File: src/rtl/mips_cpu_lsu.sv
// mips_cpu_lsu
// Load/store unit between the multicycle MIPS core's memory stage and an
// Avalon-MM master port. It accepts one request per handshake, runs a single
// word-aligned Avalon read or write, and returns a one-cycle response that
// carries the lane-extracted, sign/zero-extended or LWL/LWR-merged load data.
//
// Handshakes:
//   req_valid/req_ready: a request transfers on a rising clk edge where both
//   are 1. req_ready is 1 only in IDLE. The request fields are captured at that
//   edge, so the requester may change them afterwards. resp_valid is a
//   one-cycle pulse with no back-pressure. The Avalon side holds read/write,
//   address, byteenable and writedata stable while waitrequest is 1, and the
//   transfer completes on the first edge where waitrequest is 0.
//
// Parameters:
//   BIG_ENDIAN : 0 = byte offset o uses lane o, 1 = byte offset o uses lane 3-o
//   TIMEOUT    : maximum waitrequest stall cycles before an error (0 = never)
//
// Ports:
//   clk, reset              clock, synchronous active-high reset
//   req_valid/req_ready     request handshake
//   req_op                  0 LB,1 LBU,2 LH,3 LHU,4 LW,5 LWL,6 LWR,8 SB,9 SH,10 SW
//   req_addr                byte address
//   req_wdata, req_rt_old   store data and the old rt value for LWL/LWR
//   resp_valid/rdata/error  completion pulse, load result, error flag
//   address, read, write, waitrequest, writedata, byteenable, readdata
//                           Avalon-MM master signals
//   dbg_state               current FSM state (0 IDLE, 1 BUS, 2 RESP)
module mips_cpu_lsu #(
  parameter int BIG_ENDIAN = 0,
  parameter int TIMEOUT    = 0
) (
  input  logic        clk,
  input  logic        reset,
  input  logic        req_valid,
  output logic        req_ready,
  input  logic [3:0]  req_op,
  input  logic [31:0] req_addr,
  input  logic [31:0] req_wdata,
  input  logic [31:0] req_rt_old,
  output logic        resp_valid,
  output logic [31:0] resp_rdata,
  output logic        resp_error,
  output logic [31:0] address,
  output logic        read,
  output logic        write,
  input  logic        waitrequest,
  output logic [31:0] writedata,
  output logic [3:0]  byteenable,
  input  logic [31:0] readdata,
  output logic [1:0]  dbg_state
);

  localparam logic [3:0] OP_LB  = 4'd0;
  localparam logic [3:0] OP_LBU = 4'd1;
  localparam logic [3:0] OP_LH  = 4'd2;
  localparam logic [3:0] OP_LHU = 4'd3;
  localparam logic [3:0] OP_LW  = 4'd4;
  localparam logic [3:0] OP_LWL = 4'd5;
  localparam logic [3:0] OP_LWR = 4'd6;
  localparam logic [3:0] OP_SB  = 4'd8;
  localparam logic [3:0] OP_SH  = 4'd9;
  localparam logic [3:0] OP_SW  = 4'd10;

  // The counter must be able to hold the value TIMEOUT itself; a 1-bit
  // counter is kept when the watchdog is disabled so the logic stays legal.
  localparam int CW = (TIMEOUT > 0) ? $clog2(TIMEOUT + 1) : 1;
  localparam logic [CW-1:0] TO_LAST = CW'((TIMEOUT > 0) ? TIMEOUT - 1 : 0);

  typedef enum logic [1:0] {
    S_IDLE = 2'd0,
    S_BUS  = 2'd1,
    S_RESP = 2'd2
  } state_t;

  state_t        state;
  logic [CW-1:0] stall_cnt;
  logic [3:0]    op_q;
  logic [1:0]    off_q;
  logic [31:0]   rt_old_q;

  assign req_ready = (state == S_IDLE);
  assign dbg_state = state;

  // ---------------------------------------------------------------------
  // Decode of the incoming request (used only on the accept edge)
  // ---------------------------------------------------------------------
  logic [1:0]  off_in;
  logic [1:0]  lane_in;
  logic [1:0]  half_in;
  logic        in_load;
  logic        in_store;
  logic        in_legal;
  logic        in_misaligned;
  logic [3:0]  be_in;
  logic [31:0] wd_in;

  always_comb begin
    off_in  = req_addr[1:0];
    lane_in = (BIG_ENDIAN != 0) ? (2'd3 - off_in) : off_in;
    // Only meaningful for even offsets; odd offsets are rejected for halfwords.
    half_in = (BIG_ENDIAN != 0) ? (2'd2 - off_in) : off_in;

    in_load  = 1'b0;
    in_store = 1'b0;
    case (req_op)
      OP_LB, OP_LBU, OP_LH, OP_LHU, OP_LW, OP_LWL, OP_LWR: in_load  = 1'b1;
      OP_SB, OP_SH, OP_SW:                                  in_store = 1'b1;
      default: ;
    endcase
    in_legal = in_load | in_store;

    in_misaligned = 1'b0;
    case (req_op)
      OP_LH, OP_LHU, OP_SH: in_misaligned = off_in[0];
      OP_LW, OP_SW:         in_misaligned = (off_in != 2'd0);
      default: ;
    endcase

    be_in = 4'b1111;
    wd_in = 32'h0;
    case (req_op)
      OP_SB: begin
        be_in = 4'b0001 << lane_in;
        wd_in = {4{req_wdata[7:0]}};
      end
      OP_SH: begin
        be_in = 4'b0011 << half_in;
        wd_in = {2{req_wdata[15:0]}};
      end
      OP_SW: begin
        be_in = 4'b1111;
        wd_in = req_wdata;
      end
      default: ;
    endcase
  end

  // ---------------------------------------------------------------------
  // Load result formatting from the registered request and bus readdata
  // ---------------------------------------------------------------------
  logic [1:0]  lane_q;
  logic [1:0]  half_q;
  logic [1:0]  merge_q;
  logic [4:0]  lane_sh;
  logic [4:0]  half_sh;
  logic [4:0]  lwl_sh;
  logic [4:0]  lwr_sh;
  logic [31:0] byte_word;
  logic [31:0] half_word;
  logic [7:0]  ld_byte;
  logic [15:0] ld_half;
  logic [31:0] load_result;
  logic        q_is_load;

  always_comb begin
    lane_q  = (BIG_ENDIAN != 0) ? (2'd3 - off_q) : off_q;
    half_q  = (BIG_ENDIAN != 0) ? (2'd2 - off_q) : off_q;
    merge_q = (BIG_ENDIAN != 0) ? off_q : (2'd3 - off_q);
    lane_sh = {lane_q, 3'b000};
    half_sh = {half_q, 3'b000};
    lwl_sh  = {merge_q, 3'b000};
    lwr_sh  = {2'd3 - merge_q, 3'b000};

    byte_word = readdata >> lane_sh;
    half_word = readdata >> half_sh;
    ld_byte   = byte_word[7:0];
    ld_half   = half_word[15:0];

    q_is_load = (op_q[3] == 1'b0);

    load_result = 32'h0;
    case (op_q)
      OP_LB:  load_result = {{24{ld_byte[7]}}, ld_byte};
      OP_LBU: load_result = {24'h0, ld_byte};
      OP_LH:  load_result = {{16{ld_half[15]}}, ld_half};
      OP_LHU: load_result = {16'h0, ld_half};
      OP_LW:  load_result = readdata;
      // LWL fills the upper bytes from memory and keeps the low bytes of rt.
      OP_LWL: load_result = (readdata << lwl_sh) |
                            (rt_old_q & ((32'h1 << lwl_sh) - 32'h1));
      // LWR fills the lower bytes from memory and keeps the high bytes of rt.
      OP_LWR: load_result = (readdata >> lwr_sh) |
                            (rt_old_q & ~(32'hFFFF_FFFF >> lwr_sh));
      default: load_result = 32'h0;
    endcase
  end

  // ---------------------------------------------------------------------
  // FSM with registered outputs
  // ---------------------------------------------------------------------
  always_ff @(posedge clk) begin
    if (reset) begin
      state      <= S_IDLE;
      stall_cnt  <= '0;
      op_q       <= 4'h0;
      off_q      <= 2'b00;
      rt_old_q   <= 32'h0;
      read       <= 1'b0;
      write      <= 1'b0;
      address    <= 32'h0;
      byteenable <= 4'h0;
      writedata  <= 32'h0;
      resp_valid <= 1'b0;
      resp_error <= 1'b0;
      resp_rdata <= 32'h0;
    end else begin
      case (state)
        S_IDLE: begin
          resp_valid <= 1'b0;
          if (req_valid) begin
            op_q     <= req_op;
            off_q    <= req_addr[1:0];
            rt_old_q <= req_rt_old;
            if (!in_legal || in_misaligned) begin
              // Rejected without touching the bus.
              state      <= S_RESP;
              resp_valid <= 1'b1;
              resp_error <= 1'b1;
              resp_rdata <= 32'h0;
            end else begin
              state      <= S_BUS;
              stall_cnt  <= '0;
              address    <= {req_addr[31:2], 2'b00};
              byteenable <= be_in;
              writedata  <= wd_in;
              read       <= in_load;
              write      <= in_store;
            end
          end
        end

        S_BUS: begin
          if (!waitrequest) begin
            read       <= 1'b0;
            write      <= 1'b0;
            state      <= S_RESP;
            resp_valid <= 1'b1;
            resp_error <= 1'b0;
            resp_rdata <= q_is_load ? load_result : 32'h0;
          end else begin
            stall_cnt <= stall_cnt + CW'(1);
            // The counter reaches TIMEOUT on this edge: abandon the transfer.
            if ((TIMEOUT > 0) && (stall_cnt == TO_LAST)) begin
              read       <= 1'b0;
              write      <= 1'b0;
              state      <= S_RESP;
              resp_valid <= 1'b1;
              resp_error <= 1'b1;
              resp_rdata <= 32'h0;
            end
          end
        end

        S_RESP: begin
          resp_valid <= 1'b0;
          resp_error <= 1'b0;
          state      <= S_IDLE;
        end

        default: begin
          read       <= 1'b0;
          write      <= 1'b0;
          resp_valid <= 1'b0;
          resp_error <= 1'b0;
          state      <= S_IDLE;
        end
      endcase
    end
  end

endmodule

File: config.mk
export PLATFORM = sky130hd
export DESIGN_NAME = mips_cpu_lsu
export DESIGN_NICKNAME = d
export VERILOG_FILES = /design/src/rtl/mips_cpu_lsu.sv
export SDC_FILE = /design/constraint.sdc
export NUM_CORES = 1
export LEC_CHECK = 0
export BUFFER_PORTS_ARGS = -buffer_cell sky130_fd_sc_hd__buf_2
export CAP_MARGIN = 20
export CORE_MARGIN = 5
export CORE_UTILIZATION = 50
export CTS_BUF_LIST = sky130_fd_sc_hd__clkbuf_16
export DETAILED_ROUTE_END_ITERATION = 16
export GPL_ROUTABILITY_DRIVEN = 0
export HOLD_SLACK_MARGIN = 0.03
export PLACE_DENSITY = 0.79
export SYNTH_ARGS = -nofsm -noshare
export SYNTH_HDL_FRONTEND = slang
export SYNTH_SLANG_ARGS = --single-unit
File: constraint.sdc
create_clock -name clk -period 2.5 [get_ports clk]
set_clock_uncertainty 0.05 [all_clocks]
set_input_delay 0.625 -clock clk [delete_from_list [all_inputs] [get_ports clk]]
set_output_delay 0.625 -clock clk [all_outputs]
set_load 0.005 [all_outputs]
==> Word-level counts from Yosys, hierarchy flattened <==
Cells that the tools add are included.
{ "classes": {"n_addsub": 3, "bitwise_logic": 8, "mux": 29, "shift": 7, "n_reduce_logical": 17, "eq_ne": 21} }
{ "ops": {"columns": ["cell", "n"], "rows": [
  ["one-hot mux 32 bit (7 select lines)", 1],
  ["two-way mux 32 bit", 4],
  ["one-hot mux 32 bit (3 select lines)", 1],
  ["bitwise AND 32 bit", 2],
  ["OR 32 bit", 2],
  ["one-hot mux 32 bit (2 select lines)", 1],
  ["inverter 32 bit", 1],
  ["left shift 1 x 5 -> 32 bit, first input constant", 1],
  ["left shift 32 x 5 -> 32 bit", 1],
  ["right shift 32 x 5 -> 16 bit", 1],
  ["right shift 32 x 5 -> 32 bit", 1],
  ["right shift 32 x 5 -> 32 bit, first input constant", 1],
  ["subtractor 32 x 1 -> 32 bit, second input constant", 1],
  ["equality test 4 x 3 -> 1 bit, second input constant", 6],
  ["equality test 4 x 2 -> 1 bit, second input constant", 4],
  ["equality test 4 bit, second input constant", 3],
  ["two-way mux 1 bit", 12],
  ["equality test 4 x 1 -> 1 bit, second input constant", 2],
  ["logical NOT 4 bit", 2],
  ["one-hot mux 4 bit (2 select lines)", 1],
  ["AND reduction 4 bit", 2],
  ["OR reduction 7 bit", 1],
  ["two-way mux 2 bit", 3],
  ["inequality test 2 bit, second input constant", 3],
  ["19 further kinds", 28]
]} }
{ "word_totals": {"input_bits": 136, "output_inout_bits": 107, "wordCells": 97, "register_bits": 142} }

==> Logic depth before layout (Yosys ltp) <==
Gate-level depths: netlist of run 1.
{ "depth": {"word_depth": 10, "ltp_mapped": 9, "mapped_depth_nobuf": 5} }

==> Worst setup path before layout of run 1 <==
OpenSTA, ideal clock, no wires.
{ "synth_path": {"kind": "input port to flip-flop", "from": "in req_op[1]", "to": "reg resp_rdata[16]", "n_path_buf": 4, "slack_ps": 286, "setup_ps": 117, "cell_stages": 9, "t_arrival_ps": 2047, "required_time_ps": 2333, "cell_sequence": "clkbuf_2 a21oi_1 o21ba_1 o32a_1 buf_6 nor2b_4 buf_6 buf_6 a22o_1"} }
{ "synth_between": {"elab_chain_cells": 8, "word_cells_on_any_way": 22, "cone_classes": "10 x eq/ne; 3 x mux; 1 x bitwise; 8 x reduce/logical"} }
{ "synth_lines": {"columns": ["item", "line_no", "rtl"], "rows": [
  ["start: declaration", "37", "input logic [3:0] req_op,"],
  ["equality test 4 x 3 -> 1 bit, or another cell as far along", "106, 114", null],
  ["OR reduction 7 bit / OR reduction 3 bit (equally long branches)", "106", "case (req_op)"],
  ["two-way mux 1 bit", "106", null],
  ["OR 1 bit", "111", "in_legal = in_load | in_store;"],
  ["logical NOT 1 bit", "215", "if (!in_legal || in_misaligned) begin"],
  ["logical OR 1 bit *", "215", null],
  ["inequality test 2 x 1 -> 1 bit (no source line) *", null, null],
  ["AND reduction 4 bit (no source line) *", null, null],
  ["end signal: assignment", "240", "resp_rdata <= q_is_load ? load_result : 32'h0;"],
  ["end: declaration", "42", "output logic [31:0] resp_rdata,"]
]} }
Mark *: on every way between the ends. The rest lies on a longest branch, timed or not.
A chain may end at the register's enable or synchronous reset.

==> Final worst setup path of run 1 <==
{ "layout_path": {"from": "reg off_q[1] (netlist: half_q[1])", "to": "reg resp_rdata[12]"} }
{ "layout_between": {"elab_chain_cells": 10, "word_cells_on_any_way": 17, "cone_classes": "3 x add/sub; 5 x shift; 4 x mux; 5 x bitwise"} }
{ "layout_lines": {"columns": ["item", "line_no", "rtl"], "rows": [
  ["start: declaration", "79", "logic [1:0] off_q;"],
  ["start signal: assignment", "213", "off_q <= req_addr[1:0];"],
  ["branches (longest 6 deep; another with subtractor 32 x 1 -> 32 bit)", null, null],
  ["one-hot mux 32 bit (7 select lines) *", "173", "case (op_q)"],
  ["two-way mux 32 bit *", "240", null],
  ["two-way mux 32 bit *", "234", "if (!waitrequest) begin"],
  ["one-hot mux 32 bit (2 select lines) *", "208", "case (state)"]
]} }
Every way passes the cells marked *. The select of a mux whose other input is x is not followed.

==> results of run 1 <==
cells in the final DEF, fill, tap and decap left out, types with 7 or more instances in the layout:
cell / count
clkbuf_16: 17
dfxtp_1: 141
buf_4: 35
nand3b_1: 26
a32oi_1: 8
nand2b_1: 16
a22o_1: 25
a221oi_1: 8
inv_1: 7
buf_2: 239
nor2_1: 28
mux2_2: 24
nand3_1: 42
nand2_1: 190
a22oi_1: 16
o211ai_1: 24
a21oi_1: 92
o2111ai_1: 7
mux2i_1: 15
o2bb2ai_1: 8
o21ai_0: 36
a211oi_1: 24
nor2b_1: 20
sequential cells by signal, indices dropped and copies added (netlist names):
| signal | cells |
|---|---|
| half_q | 2 |
| resp_error | 1 |
| write | 1 |
| resp_rdata | 32 |
| op_q | 4 |
| read | 1 |
| dbg_state | 2 |
| rt_old_q | 32 |
| address | 30 |
| resp_valid | 1 |
| byteenable | 4 |
| writedata | 32 |
final cells by class:
cell class	instances	area [um^2]
Antenna cell	1	2.50
Clock buffer	17	425
Clock inverter	15	180
Fill cell	1196	4780
Inverter	6	22.5
Multi-Input combinational cell	663	3970
Sequential cell	142	2840
Tap cell	180	225
Timing Repair Buffer	278	1540
path summary, 6_finish.rpt:
check                                   from        endpoint  slack, ns  depth (start not counted)
worst max register to register     half_q[1]  resp_rdata[12]       0.16                          5
worst min register to register   address[13]     address[13]       0.40                          2
worst max-delay path               half_q[1]  resp_rdata[12]       0.16                          5
worst min-delay path            req_addr[27]     address[27]       0.38                          3
metal layers:
layer	part of all wire	wire length, um
met2	0.47	11000
met4	0.027	626
met5	0.0012	27
met3	0.10	2390
met1	0.40	9160
metrics by stage:
stage          cell area (um^2)  instances
4_1_cts                    9210       1301
3_3_place_gp               8590       1268
6_report                   9210       1302
3_5_place_dp               8600       1269
5_1_grt                    9210       1302
2_1_floorplan              7200        893
kinds of logic (layout without fill, tap and decap cells):
group / count (synthesis) / in the layout
AOI/OAI and AO/OA: 276 / 276
xor gates and xnor gates: 2 / 2
buffers and inverters: 88 / 316
DFF: 142 / 142
muxes: 40 / 40
other: 1 / 3
and+or+nand+nor: 343 / 343
where the power goes:
group | internal, mW | switching (mW) | leakage, nW
Clock | 1.65 | 0.966 | 0.298
Sequential | 2.40 | 0.106 | 1.16
Combinational | 0.478 | 0.644 | 2.56
Total | 4.52 | 1.72 | 4.02
worst min-delay path, delay by kind of cell:
family                 cells  cell delay [ns]
buffers and inverters      1             0.09
AOI/OAI and AO/OA          1             0.05
and+or+nand+nor            1             0.04
==> flow_metrics.env, run 1 <==
export IMPL_fp_dieW_um=130
export IMPL_dr_pass1_iters=6
export IMPL_synth_edf_count=0
export IMPL_num_vias=7539
export IMPL_layout_min_cycle_time_ns=2.34
export IMPL_syn2layout_area_growth_pct=28.0
export IMPL_startpoint_type="flop"
export IMPL_synth_avg_cell_area_um2=8.07
export IMPL_insertion_delay_ns=0.43
export IMPL_ys_flop_type="dfxtp_1"
export IMPL_first_iter_violations=662
export IMPL_status="complete, no violations"
export IMPL_ys_seq_area_frac=0.395
export IMPL_synth_cell_type_count=62
export IMPL_cts_resized=0
export IMPL_cp_top_family="simple AND/OR/NAND/NOR gates"
export IMPL_holdWs_ns=0.383
export IMPL_clock_path_buffers=2
export IMPL_rsz0062_at_grt="no"
export IMPL_numCtsBuffers=17
export IMPL_finalPower_mw=6.24
export IMPL_worstPathArrival_ns=2.63
export IMPL_synth_seq_cells=142
export IMPL_final_core_util=0.658
export IMPL_nNetsFinal=1244
export IMPL_finalSetupTns_ns=0
export IMPL_yosys_warnings=0
export IMPL_cp_slowest_cell="nor2b_1"
export IMPL_worstMarginPinSlew_ns=1.18
export IMPL_synth_top_family_by_area="compound AO/OA/AOI/OAI gates"
export IMPL_fmaxAchievable_mhz=427
export IMPL_layout_drive_gt1_share=0.302
export IMPL_viasPerCell=5.79
export IMPL_root_buffer="clkbuf_16"
export IMPL_crit_top_cell="a211oi_1"
export IMPL_hold_violations=0
export IMPL_ant_nets=0
export IMPL_synthArstFlopShare=0
export IMPL_start_util=0.514
export IMPL_synth_area_leaders="dfxtp_1 40%, nand2_1 9.9%, a21oi_1 6.4%"
export IMPL_gr_total_overflow=0
export IMPL_post_route_period_util=0.937
export IMPL_ios=243
export IMPL_cts_sinks=142
export IMPL_synthMuxAreaShare=0.0616
export IMPL_synth_commonest_cells="190 x nand2_1, 142 x dfxtp_1, 92 x a21oi_1, 46 x clkbuf_1, 42 x nand3_1"
export IMPL_grt_antenna_before_repair=3
export IMPL_syn_cell_area_mm2=0.00719
export IMPL_grt_util_met2=0.443
export IMPL_relSlewSlack=0.212
export IMPL_cts_setup_buffers=0
export IMPL_path_buf_inv=0
export IMPL_yosys_area_share_simple=0.227
export IMPL_hold_path_class="input pin to flop"
export IMPL_peakVddDrop_mv=0.460
export IMPL_rows=43
export IMPL_holdBufCountCts=0
export IMPL_chipHeight_um=130
export IMPL_die_area_mm2=0.0169
export IMPL_setup_viol=0
export IMPL_clk_pin_slew_ns=0.06
export IMPL_htreeDepth=4
export IMPL_track_usage=0.269
export IMPL_max_stage_delay_ns=0.93
export IMPL_criticalPathCategory="flop to flop"
export IMPL_netlist_area_leader_share=0.395
export IMPL_met3_usage=0.0794
export IMPL_synth_fa_ha_area_frac=0
export IMPL_core_mm2=0.0140
export IMPL_cp_cell_sequence="nor2b_1 -> a2bb2oi_1 -> o2111ai_1 -> a211oi_1 -> a211oi_1"
export IMPL_grt_max_degree=79
export IMPL_required_ns=2.79
export IMPL_yosysTopAreaCell="dfxtp_1"
export IMPL_syn_inst=892
export IMPL_post_synth_top_count_cell="nand2_1"
export IMPL_powerDensity_mw_per_mm2=677
export IMPL_cts_tree="built"
export IMPL_finalWirelength_mm=23.2
export IMPL_port_buffers=240
export IMPL_crit_path_max_fanout=16
export IMPL_dpl_hpwl_mm=17.1
export IMPL_end_kind="flop"
export IMPL_drcViolationCount=0
export IMPL_slew_viol_final=0
export IMPL_pre_cts_ws_ns=0.127
export IMPL_grt_util_met1=0.334
export IMPL_grt_pass1_vias=7019
export IMPL_synthXorXnorAreaFrac=0.00243
export IMPL_busiest_layer="met2"
export IMPL_max_cap_viol_count=0
export IMPL_synth_compound_area_frac=0.257
export IMPL_wl_per_cell_um=17.8
export IMPL_grt_pass1_wl_mm=35.8
export IMPL_layout_setup_ws_ns=0.158
export IMPL_leakagePower_nw=4.02
Power figures use the tool's default switching activity.
==> inputs of run 2 (changes only) <==
Settings changed: MAX_ROUTING_LAYER from default to met4.
==> run 2 against run 1 <==
  * Fmax increased by 0.15%
  * Highest routed layer is now met4
  * Critical path depth unchanged
  * Setup slack improved by 0.0036 ns
  * Routed wire length increased by 0.32%
==> flow_metrics.env, run 2 (synthesized netlist as in run 1, its figures left out) <==
export IMPL_setup_viol=0
export IMPL_numCtsBuffers=17
export IMPL_chipHeight_um=130
export IMPL_num_vias=7517
export IMPL_first_iter_violations=764
export IMPL_multi_input_area_mm2=0.00397
export IMPL_rows=43
export IMPL_largestRegisters="resp_rdata (32), rt_old_q (32), writedata (32)"
export IMPL_drcViolationCount=0
export IMPL_layout_drive_gt1_share=0.302
export IMPL_grt_antenna_before_repair=3
export IMPL_syn2layout_area_growth_pct=28.1
export IMPL_max_cap_viol_count=0
export IMPL_ant_nets=0
export IMPL_status="complete, no violations"
export IMPL_p_switching_mw=1.71
export IMPL_crit_path_max_fanout=16
export IMPL_wl_per_cell_um=17.8
export IMPL_cts_setup_buffers=0
export IMPL_worstMarginPinSlew_ns=1.17
export IMPL_viasPerCell=5.76
export IMPL_end_kind="flop"
export IMPL_peakVddDrop_mv=0.466
export IMPL_layout_min_cycle_time_ns=2.34
export IMPL_final_cells=1304
export IMPL_root_buffer="clkbuf_16"
export IMPL_grt_pass1_vias=7017
export IMPL_finalWirelength_mm=23.2
export IMPL_gr_total_overflow=0
export IMPL_htreeDepth=4
export IMPL_worstPathArrival_ns=2.62
export IMPL_fmaxAchievable_mhz=428
export IMPL_nNetsFinal=1244
export IMPL_dr_pass1_iters=5
export IMPL_required_ns=2.78
export IMPL_holdWs_ns=0.385
export IMPL_cts_sinks=142
export IMPL_cts_tree="built"
export IMPL_rsz0062_at_grt="no"
export IMPL_holdBufCountCts=0
export IMPL_dpl_hpwl_mm=17.1
export IMPL_core_mm2=0.0140
export IMPL_fp_dieW_um=130
export IMPL_grt_max_degree=79
export IMPL_switching_share=0.275
export IMPL_slew_viol_final=0
export IMPL_cts_resized=0
export IMPL_power_frac_comb=0.180
export IMPL_clock_path_buffers=2
export IMPL_finalPower_mw=6.24
export IMPL_hold_path_class="input pin to flop"
export IMPL_grt_pass1_wl_mm=35.8
export IMPL_die_area_mm2=0.0169
export IMPL_track_usage=0.278
export IMPL_layout_common_cells="239 x buf_2, 190 x nand2_1, 141 x dfxtp_1"
export IMPL_p_int_mw=4.52
export IMPL_clock_power_share=0.418
export IMPL_seq_power_share=0.401
export IMPL_clk_pin_slew_ns=0.06
export IMPL_final_common_cell="buf_2"
export IMPL_insertion_delay_ns=0.42
export IMPL_hold_violations=0
export IMPL_post_route_period_util=0.936
export IMPL_start_util=0.514
export IMPL_fillerInstances=1195
export IMPL_dp_cells=1269
export IMPL_startpoint_type="flop"
export IMPL_port_buffers=240
export IMPL_powerDensity_mw_per_mm2=677
export IMPL_leakagePower_nw=4.02
export IMPL_regArea_mm2=0.00284
export IMPL_ios=243
export IMPL_criticalPathCategory="flop to flop"
export IMPL_relSlewSlack=0.221
-- run 2: power groups by stage --
| stage | Combinational, mW | Clock [mW] | Sequential, mW |
|---|---|---|---|
| final | 1.12 | 2.61 | 2.50 |
| after detailed placement | 1.11 | 0 | 2.55 |
| after global placement | 1.09 | 0 | 2.54 |
| after CTS | 1.11 | 2.64 | 2.50 |
| after global routing | 1.23 | 2.75 | 2.52 |
| after floorplan | 0.684 | 0 | 2.52 |
-- run 2: layout make-up --
| type | count | area share |
|---|---|---|
| Tap cell | 180 | 0.0244 |
| Clock inverter | 15 | 0.0196 |
| Sequential cell | 142 | 0.309 |
| Multi-Input combinational cell | 663 | 0.431 |
| Clock buffer | 17 | 0.0462 |
| Antenna cell | 3 | 0.000815 |
| Timing Repair Buffer | 278 | 0.167 |
| Inverter | 6 | 0.00244 |
-- run 2: path summary, 6_finish.rpt --
path	start	endpoint	slack, ns	cells after the start
max	half_q[1]	resp_rdata[11]	0.16	5
min	req_addr[21]	address[21]	0.39	3
max reg2reg	half_q[1]	resp_rdata[11]	0.16	5
min reg2reg	address[13]	address[13]	0.40	2
-- run 2: layer usage --
layer	global-route usage	up-vias	routed length, um
met1	0.346	3424	9420
met4	0.0984	0	624
li1	-	3650	-
met3	0.0626	59	2300
met2	0.444	384	10900
met5	-	-	0
-- run 2: through the flow --
step           cell area, um^2  utilization  setup TNS, ns  setup slack [ns]
5_1_grt                   9210        0.659              0            0.0773
6_report                  9210        0.659              0             0.161
3_3_place_gp              8590        0.614          -3.45            -0.204
3_5_place_dp              8600        0.615              0             0.127
2_1_floorplan             7200            -              0             0.286
4_1_cts                   9210        0.658              0             0.174
-- run 2: critical path, cell delays in order (launching register included) --
cell,delay (ns)
dfxtp_2,0.41
nor2b_1,0.92
a2bb2oi_1,0.23
o21ai_0,0.27
a211oi_1,0.11
a211oi_1,0.25
